===== src/rtl/gpio_cfg_pkg.sv =====
// Shared types and default sizes for the GPIO configuration access controller.
package gpio_cfg_pkg;

    localparam int unsigned DW_DEF   = 8;
    localparam int unsigned NREG_DEF = 6;
    localparam int unsigned AW_DEF   = 3;

    typedef enum logic [1:0] {
        IDLE = 2'd0,
        ACC  = 2'd1,
        ACK  = 2'd2,
        CLR  = 2'd3
    } state_e;

endpackage


===== src/rtl/gpio_cfg_clr_seq.sv =====
// Soft-clear sweep: walks a one-hot clear strobe across the register bank, one per cycle.
module gpio_cfg_clr_seq
    import gpio_cfg_pkg::*;
#(
    parameter int unsigned NREG = NREG_DEF
) (
    input  logic            clk,
    input  logic            rst,
    input  logic            start,
    input  logic            active,
    output logic            done_c,
    output logic [NREG-1:0] clr
);

    localparam int unsigned IW = (NREG > 1) ? $clog2(NREG) : 1;

    logic [IW-1:0] idx;

    // Last register of the sweep is being cleared this cycle.
    assign done_c = active && (idx == IW'(NREG - 1));

    always_ff @(posedge clk) begin
        if (rst) begin
            idx <= '0;
            clr <= '0;
        end else if (start) begin
            idx <= '0;
            clr <= NREG'(1);
        end else if (active) begin
            if (done_c) begin
                idx <= '0;
                clr <= '0;
            end else begin
                idx <= idx + IW'(1);
                clr <= clr << 1;
            end
        end
    end

endmodule


===== src/rtl/gpio_cfg_ctrl.sv =====
// CPU req/ack access controller and soft-clear arbiter for the GPIO config register bank.
// Optional GPIO_CFG_CTRL_ERR_EN adds cpu_err_o, flagging out-of-range accesses.
module gpio_cfg_ctrl
    import gpio_cfg_pkg::*;
#(
    parameter int unsigned DW   = DW_DEF,
    parameter int unsigned NREG = NREG_DEF,
    parameter int unsigned AW   = AW_DEF
) (
    input  logic               clk,
    input  logic               rst,
    input  logic               cpu_req_i,
    input  logic               cpu_we_i,
    input  logic [AW-1:0]      cpu_addr_i,
    input  logic [DW-1:0]      cpu_wdata_i,
    output logic [DW-1:0]      cpu_rdata_o,
    output logic               cpu_ack_o,
    input  logic               swclr_i,
    output logic               clr_busy_o,
    output logic [NREG-1:0]    reg_wen_o,
    output logic [NREG-1:0]    reg_ren_o,
    output logic [DW-1:0]      reg_di_o,
    output logic [NREG-1:0]    reg_clr_o,
    input  logic [NREG*DW-1:0] reg_q_i
`ifdef GPIO_CFG_CTRL_ERR_EN
    ,
    output logic               cpu_err_o
`endif
);

    state_e          state, state_n;
    logic [AW-1:0]   addr_q, addr_n;
    logic            we_q, we_n;
    logic            pending, pending_n;
    logic            ack_n;
    logic [DW-1:0]   rdata_n;
    logic [NREG-1:0] wen_n, ren_n;
    logic [DW-1:0]   di_n;
    logic            clr_start_c;
    logic            clr_done_c;
    logic [NREG-1:0] sel_c;
    logic [DW-1:0]   rd_c;
    logic            oor_q_c;
`ifdef GPIO_CFG_CTRL_ERR_EN
    logic            err_n;
`endif

    // Decode of the live request address and read mux on the captured address.
    always_comb begin
        sel_c = '0;
        rd_c  = '0;
        for (int i = 0; i < int'(NREG); i++) begin
            if (cpu_addr_i == AW'(i)) sel_c[i] = 1'b1;
            if (addr_q == AW'(i))     rd_c     = reg_q_i[i*DW +: DW];
        end
    end

    assign oor_q_c = (32'(addr_q) >= NREG);

    // Next state and next registered outputs; outputs line up with the state they belong to.
    always_comb begin
        state_n     = state;
        addr_n      = addr_q;
        we_n        = we_q;
        pending_n   = pending | swclr_i;
        ack_n       = 1'b0;
        rdata_n     = '0;
        wen_n       = '0;
        ren_n       = '0;
        di_n        = '0;
        clr_start_c = 1'b0;
`ifdef GPIO_CFG_CTRL_ERR_EN
        err_n       = 1'b0;
`endif
        case (state)
            IDLE: begin
                if (pending || swclr_i) begin
                    state_n     = CLR;
                    clr_start_c = 1'b1;
                end else if (cpu_req_i) begin
                    state_n = ACC;
                    addr_n  = cpu_addr_i;
                    we_n    = cpu_we_i;
                    if (cpu_we_i) begin
                        wen_n = sel_c;
                        di_n  = cpu_wdata_i;
                    end else begin
                        ren_n = sel_c;
                    end
                end
            end
            ACC: begin
                state_n = ACK;
                ack_n   = 1'b1;
                if (!we_q) rdata_n = rd_c;
`ifdef GPIO_CFG_CTRL_ERR_EN
                err_n   = oor_q_c;
`endif
            end
            ACK: begin
                state_n = IDLE;
            end
            CLR: begin
                // Requests arriving mid-sweep merge into the sweep in progress.
                if (clr_done_c) begin
                    state_n   = IDLE;
                    pending_n = 1'b0;
                end
            end
            default: begin
                state_n = IDLE;
            end
        endcase
    end

    always_ff @(posedge clk) begin
        if (rst) begin
            state       <= IDLE;
            addr_q      <= '0;
            we_q        <= 1'b0;
            pending     <= 1'b0;
            cpu_ack_o   <= 1'b0;
            cpu_rdata_o <= '0;
            clr_busy_o  <= 1'b0;
            reg_wen_o   <= '0;
            reg_ren_o   <= '0;
            reg_di_o    <= '0;
`ifdef GPIO_CFG_CTRL_ERR_EN
            cpu_err_o   <= 1'b0;
`endif
        end else begin
            state       <= state_n;
            addr_q      <= addr_n;
            we_q        <= we_n;
            pending     <= pending_n;
            cpu_ack_o   <= ack_n;
            cpu_rdata_o <= rdata_n;
            clr_busy_o  <= pending_n;
            reg_wen_o   <= wen_n;
            reg_ren_o   <= ren_n;
            reg_di_o    <= di_n;
`ifdef GPIO_CFG_CTRL_ERR_EN
            cpu_err_o   <= err_n;
`endif
        end
    end

    gpio_cfg_clr_seq #(
        .NREG (NREG)
    ) u_clr_seq (
        .clk    (clk),
        .rst    (rst),
        .start  (clr_start_c),
        .active (state == CLR),
        .done_c (clr_done_c),
        .clr    (reg_clr_o)
    );

endmodule


===== config.mk =====
export PLATFORM = sky130hd
export DESIGN_NAME = gpio_cfg_ctrl
export DESIGN_NICKNAME = d
export VERILOG_FILES = /design/src/rtl/gpio_cfg_pkg.sv /design/src/rtl/gpio_cfg_clr_seq.sv /design/src/rtl/gpio_cfg_ctrl.sv
export SDC_FILE = /design/constraint.sdc
export NUM_CORES = 1
export LEC_CHECK = 0
export CORE_MARGIN = 8
export CORE_UTILIZATION = 30
export CTS_CLUSTER_DIAMETER = 120
export DETAILED_ROUTE_END_ITERATION = 6
export SLEW_MARGIN = 10
export SYNTH_ARGS = -nofsm -noshare
export SYNTH_HDL_FRONTEND = slang
export SYNTH_SLANG_ARGS = --single-unit

===== constraint.sdc =====
create_clock -name clk -period 1.9 [get_ports clk]
set_clock_uncertainty 0.1 [all_clocks]
set_input_delay 0.285 -clock clk [delete_from_list [all_inputs] [get_ports clk]]
set_output_delay 0.285 -clock clk [all_outputs]
set_load 0.02 [all_outputs]

* After elaboration in Yosys (flattened, before gate mapping)
Index checks and enable logic that the tools add are counted.
** Storage, ports and cells
- Register bits after elaboration :: 45
- Output and inout bits :: 36
- Word-level logic and storage cells :: 72
- Input bits :: 64
** Operators by class
- Eq/ne operators :: 16
- Add/subtract/negate cells :: 1
- Muxes and demuxes :: 25
- Reductions and logical operators :: 12
- Bitwise gates (word level) :: 6
** Operators with widths (count)
- two-way mux 8 bit :: 6
- equality test 3 bit (second input constant) :: 5
- two-way mux 1 bit :: 13
- equality test 3 x 2 -> 1 bit (second input constant) :: 4
- OR reduction 5 bit :: 2
- case mux 2 bit (4 select lines) :: 1
- equality test 3 x 1 -> 1 bit (second input constant) :: 2
- zero test 3 bit :: 2
- two-way mux 2 bit :: 3
- two-way mux 6 bit :: 1
- inverter 1 bit :: 5
- equality test 2 bit (second input constant) :: 2
- adder 3 x 1 -> 3 bit (second input constant) :: 1
- two-way mux 3 bit :: 1
- inequality test 3 bit (second input constant) :: 1
- AND reduction 3 bit :: 1
- OR reduction 3 bit :: 1
- equality test 2 x 1 -> 1 bit (second input constant) :: 1
- zero test 2 bit :: 1
- inequality test 2 bit (second input constant) :: 1
- AND reduction 2 bit :: 1
- nonzero test 2 bit :: 1
- OR reduction 2 bit :: 1
- logical AND 1 bit :: 1
- other kinds (2) :: 2

* Depth between registers and ports, before layout
- Depth after elaboration :: 7
- Gate-level depth with buffers :: 5
- Depth with buffers taken out :: 5

* Cells and area by module
A second synthesis with hierarchy kept.
** Unflattened totals
- Cells, all modules :: 191
- Area total of the unflattened synthesis :: 1896.8 um^2
** Modules (own cells, without submodules)
- gpio_cfg_ctrl :: instances 1, cells each 159, sequential area each 720.7 um^2, area an instance 1527.7 um^2
- gpio_cfg_clr_seq :: instances 1, cells each 32, sequential area each 180.2 um^2, area an instance 369.1 um^2

* Least setup slack after synthesis
Ideal clock, no wire load.
- Path kind :: flip-flop to flip-flop
- Start point :: register addr_q[1]
- End point :: register cpu_rdata_o[2]
- Stages on the path, launching flop included :: 6
- Clock period less this slack :: 1.398 ns
- Arrival :: 1.168 ns
- Buffers on the path :: 2
- Slack :: 0.502 ns
- Setup time :: 0.130 ns
- Required time :: 1.670 ns
- Cell sequence :: dfxtp_1 buf_2 buf_6 mux2_2 a22oi_1 a21oi_1
** Between the ends
- Longest elaborated chain between the ends :: 7
- Elaborated cells between the ends (all ways) :: 12
- Classes of those cells :: eq/ne: 5; mux: 6; reduce/logical: 1
** Ends and longest elaborated chain
- from (decl) :: RTL line gpio_cfg_ctrl.sv:32 : logic [AW-1:0] addr_q, addr_n;
- from (signal assigned) :: RTL line gpio_cfg_ctrl.sv:133 : addr_q <= addr_n;
- zero test 3 bit :: RTL line gpio_cfg_ctrl.sv:54 : if (addr_q == AW'(i)) rd_c = reg_q_i[i*DW +: DW];
- two-way mux 8 bit (5 in series) :: RTL line gpio_cfg_ctrl.sv:54
- two-way mux 8 bit (*) :: RTL line gpio_cfg_ctrl.sv:54
- to (signal assigned) :: RTL line gpio_cfg_ctrl.sv:137 : cpu_rdata_o <= rdata_n;
- to (decl) :: RTL line gpio_cfg_ctrl.sv:16 : output logic [DW-1:0] cpu_rdata_o,
Mark *: on every way between the ends. The rest lies on a longest branch, timed or not.
A chain may end at the register's enable or synchronous reset.

* Final worst setup path
- Start point :: register addr_q[1]
- End point :: register cpu_rdata_o[7]
The elaborated chain is that of the path after synthesis.

==> out/qor.yml <==
outcome:
  outcome: "finished clean"
yosys:
  avgSynthCellArea_um2: 9.58
  synthesis.area_mm2: 0.00192
  syn_nets: 266
  synth_warnings: 0
  synth_cell_types: 35
  synth_cells: 200
  ys_ff_latch: 45
  synth-seq-area-share: 0.470
setup_path:
  start_kind: "flop"
  worstSetupEndpointType: "flop"
  crit_chain: "mux2_2 -> a32oi_1 -> a221oi_2"
  reg2reg_depth: 3
  path_class: "flop to flop"
  path_max_fanout: 19
  cp_data_required_time_ps: 1970
  slowest_delay_ps: 820
  cpMaxStageDelayCell: "dfxtp_1"
  arrival_ps: 1820
floorplanning:
  coreArea_mm2: 0.00628
  fp-row-count: 29
  die_area_mm2: 0.00920
  die_h_um: 95.9
  die_w_um: 95.9
  io_pins: 100
  initial_core_util: 0.305
power:
  combPwrFrac: 0.178
  powerDensity_mw_per_mm2: 640
  p_sw_frac: 0.260
  switchingPower_uw: 510
  peakVddDrop_mv: 0.467
  pwr-share-seq: 0.506
  p_clk_frac: 0.316
  internal-power_mw: 1.46
  power_leakage_nw: 1.11
drt:
  via_count: 1790
  avgRoutedWirePerCell_um: 15.0
  drt-initial-drc-count: 62
  drcViolationCount: 0
  final_antenna_net_count: 0
  firstDrtPassIters: 4
  detail_route.vias_per_cell: 4.75
  routed_wl_um: 5660
global_routing:
  grt-ovfl-total: 0
  grt_pass1_vias: 1746
  grt_pass1_wl_um: 8600
  grt_usage: 0.118
  antenna_found_initial: 0
  grt_max_degree: 20
sta:
  min_period_over_period: 0.917
  slew_viol_final: 0
  rsz0062_at_grt: "no"
  finalSetupTns_ps: 0
  worst_pin_slew_ps: 753
  fmax_mhz: 574
  setup_violations: 0
  finalWorstSetupSlack_ps: 158
  slew_headroom: 0.497
  finalHoldViolCount: 0
  period_needed_ps: 1740
layout:
  nets: 365
  drive_above_1_share: 0.137
  mostFrequentLayoutCell: "clkdlybuf4s50_1"
  layout_common_cells: "clkdlybuf4s50_1 (99), dfxtp_1 (45), mux2_2 (22), a21oi_1 (22), nand2_1 (18)"
  finalNonFillerCells: 377
  num_antenna_cells: 0
  synthToLayoutAreaGrowth_pct: 60.3
placement:
  port_buffers: 99
  pre_cts_slack_ps: 106
  dp_cells: 369
  place_congestion: 0.732
  place_hpwl_um: 4400
clocking:
  insertion_delay_ps: 300
  path_clk_slew_ps: 90
  cts_root_buffer: "clkbuf_8"
  clock-sinks: 45
  cts_tree: "done"
  post_cts_resize_count: 0
  hold_buffers: 0
  clock_path_buffers: 2
  cts-htree-levels: 2
  numCtsBuffers: 5
  cts_setup_buffers: 0
job:
  cap_violations: 0
worst_hold_path:
  min_path_type: "flop to flop"
  hold_path_depth: 2
[worst max-delay path: cells and delay by family (launching register included)]
kind / cells / cell delay, ps
compound gates: 2 / 290
mux: 1 / 410
flops: 1 / 820
[cell usage after synthesis]
cell	n	share of area
dfxtp_1	45	0.47
a21oi_1	22	0.057
mux2_2	22	0.13
nand2_1	18	0.035
nor2_1	11	0.022
and2_1	9	0.029
nand3_1	9	0.024
a22oi_1	8	0.031
o21ai_0	6	0.016
clkbuf_1	5	0.0098
and3_1	4	0.013
buf_2	3	0.0078
nand2b_1	3	0.0098
nand3b_1	3	0.012
nor2b_1	3	0.0098
nor3_1	3	0.0078
nor4_1	3	0.0098
and4_1	2	0.0091
buf_1	2	0.0039
buf_6	2	0.012
ha_1	2	0.013
inv_1	2	0.0039
a21o_1	1	0.0039
a221oi_2	1	0.0078
a32oi_1	1	0.0046
and3b_1	1	0.0046
and4b_1	1	0.0052
buf_4	1	0.0039
nand4_1	1	0.0033
nor3b_2	1	0.0065
nor3b_4	1	0.0098
o21bai_1	1	0.0039
or2_2	1	0.0033
or3_1	1	0.0033
or3b_2	1	0.0046
[cell families after synthesis]
| logic type | after synthesis | share of synthesized area |
|---|---|---|
| adder cells (fa/ha/maj) | 2 | 0.0131 |
| AND/OR/NAND/NOR | 76 | 0.221 |
| multiplexers | 22 | 0.129 |
| buffers and inverters | 15 | 0.0412 |
| AO/OA/AOI/OAI | 40 | 0.125 |
| flip-flops | 45 | 0.470 |
[state kept, by name (all words and copies together), names as in the netlist, 2 cells and up]
signal         flops
cpu_rdata_o        8
reg_di_o           8
reg_ren_o          6
reg_wen_o          6
u_clr_seq.clr      6
addr_q             3
u_clr_seq.idx      3
state              2
[area by class of cell]
cell class | instances | area (um2)
Clock buffer | 5 | 68.8
Clock inverter | 3 | 25.0
Fill cell | 620 | 3210
Inverter | 2 | 7.51
Multi-Input combinational cell | 140 | 936
Sequential cell | 45 | 901
Tap cell | 77 | 96.3
Timing Repair Buffer | 105 | 1040
[worst paths after layout]
kind | startpoint | to | slack [ps]
setup / recovery | addr_q[1]$_SDFFE_PP0P_ | cpu_rdata_o[7]$_SDFF_PP0_ | 160
hold / removal | u_clr_seq.clr[5]$_SDFFE_PP0N_ | u_clr_seq.clr[5]$_SDFFE_PP0N_ | 370
setup reg to reg | addr_q[1]$_SDFFE_PP0P_ | cpu_rdata_o[7]$_SDFF_PP0_ | 160
hold reg to reg | u_clr_seq.clr[5]$_SDFFE_PP0N_ | u_clr_seq.clr[5]$_SDFFE_PP0N_ | 370
[layer usage]
layer	vias to the layer above	track usage	share of wire
li1	908	-	-
met1	822	0.140	0.44
met2	54	0.199	0.48
met3	6	0.0398	0.074
met4	0	0.0346	0.0065
met5	-	0	0
[power by group through the flow]
stage                     clock network (mW)  logic, mW  registers (mW)
after floorplan                            0      0.154            1.02
after global placement                     0      0.349            1.02
after detailed placement                   0      0.351            1.02
after CTS                              0.647      0.354           0.996
after global routing                   0.685      0.379            1.00
final                                  0.621      0.349           0.995
[stage by stage]
| stage | cell area, um2 | util | power [mW] | hold WS [ps] |
|---|---|---|---|---|
| 2_1_floorplan | 1920 | - | 1.17 | 262 |
| 3_3_place_gp | 2980 | 0.474 | 1.37 | 348 |
| 3_5_place_dp | 2980 | 0.474 | 1.37 | 352 |
| 4_1_cts | 3070 | 0.489 | 2.00 | 368 |
| 5_1_grt | 3070 | 0.489 | 2.06 | 384 |
| 6_report | 3070 | 0.489 | 1.97 | 367 |
No activity file was read; power rests on OpenSTA's default activity.
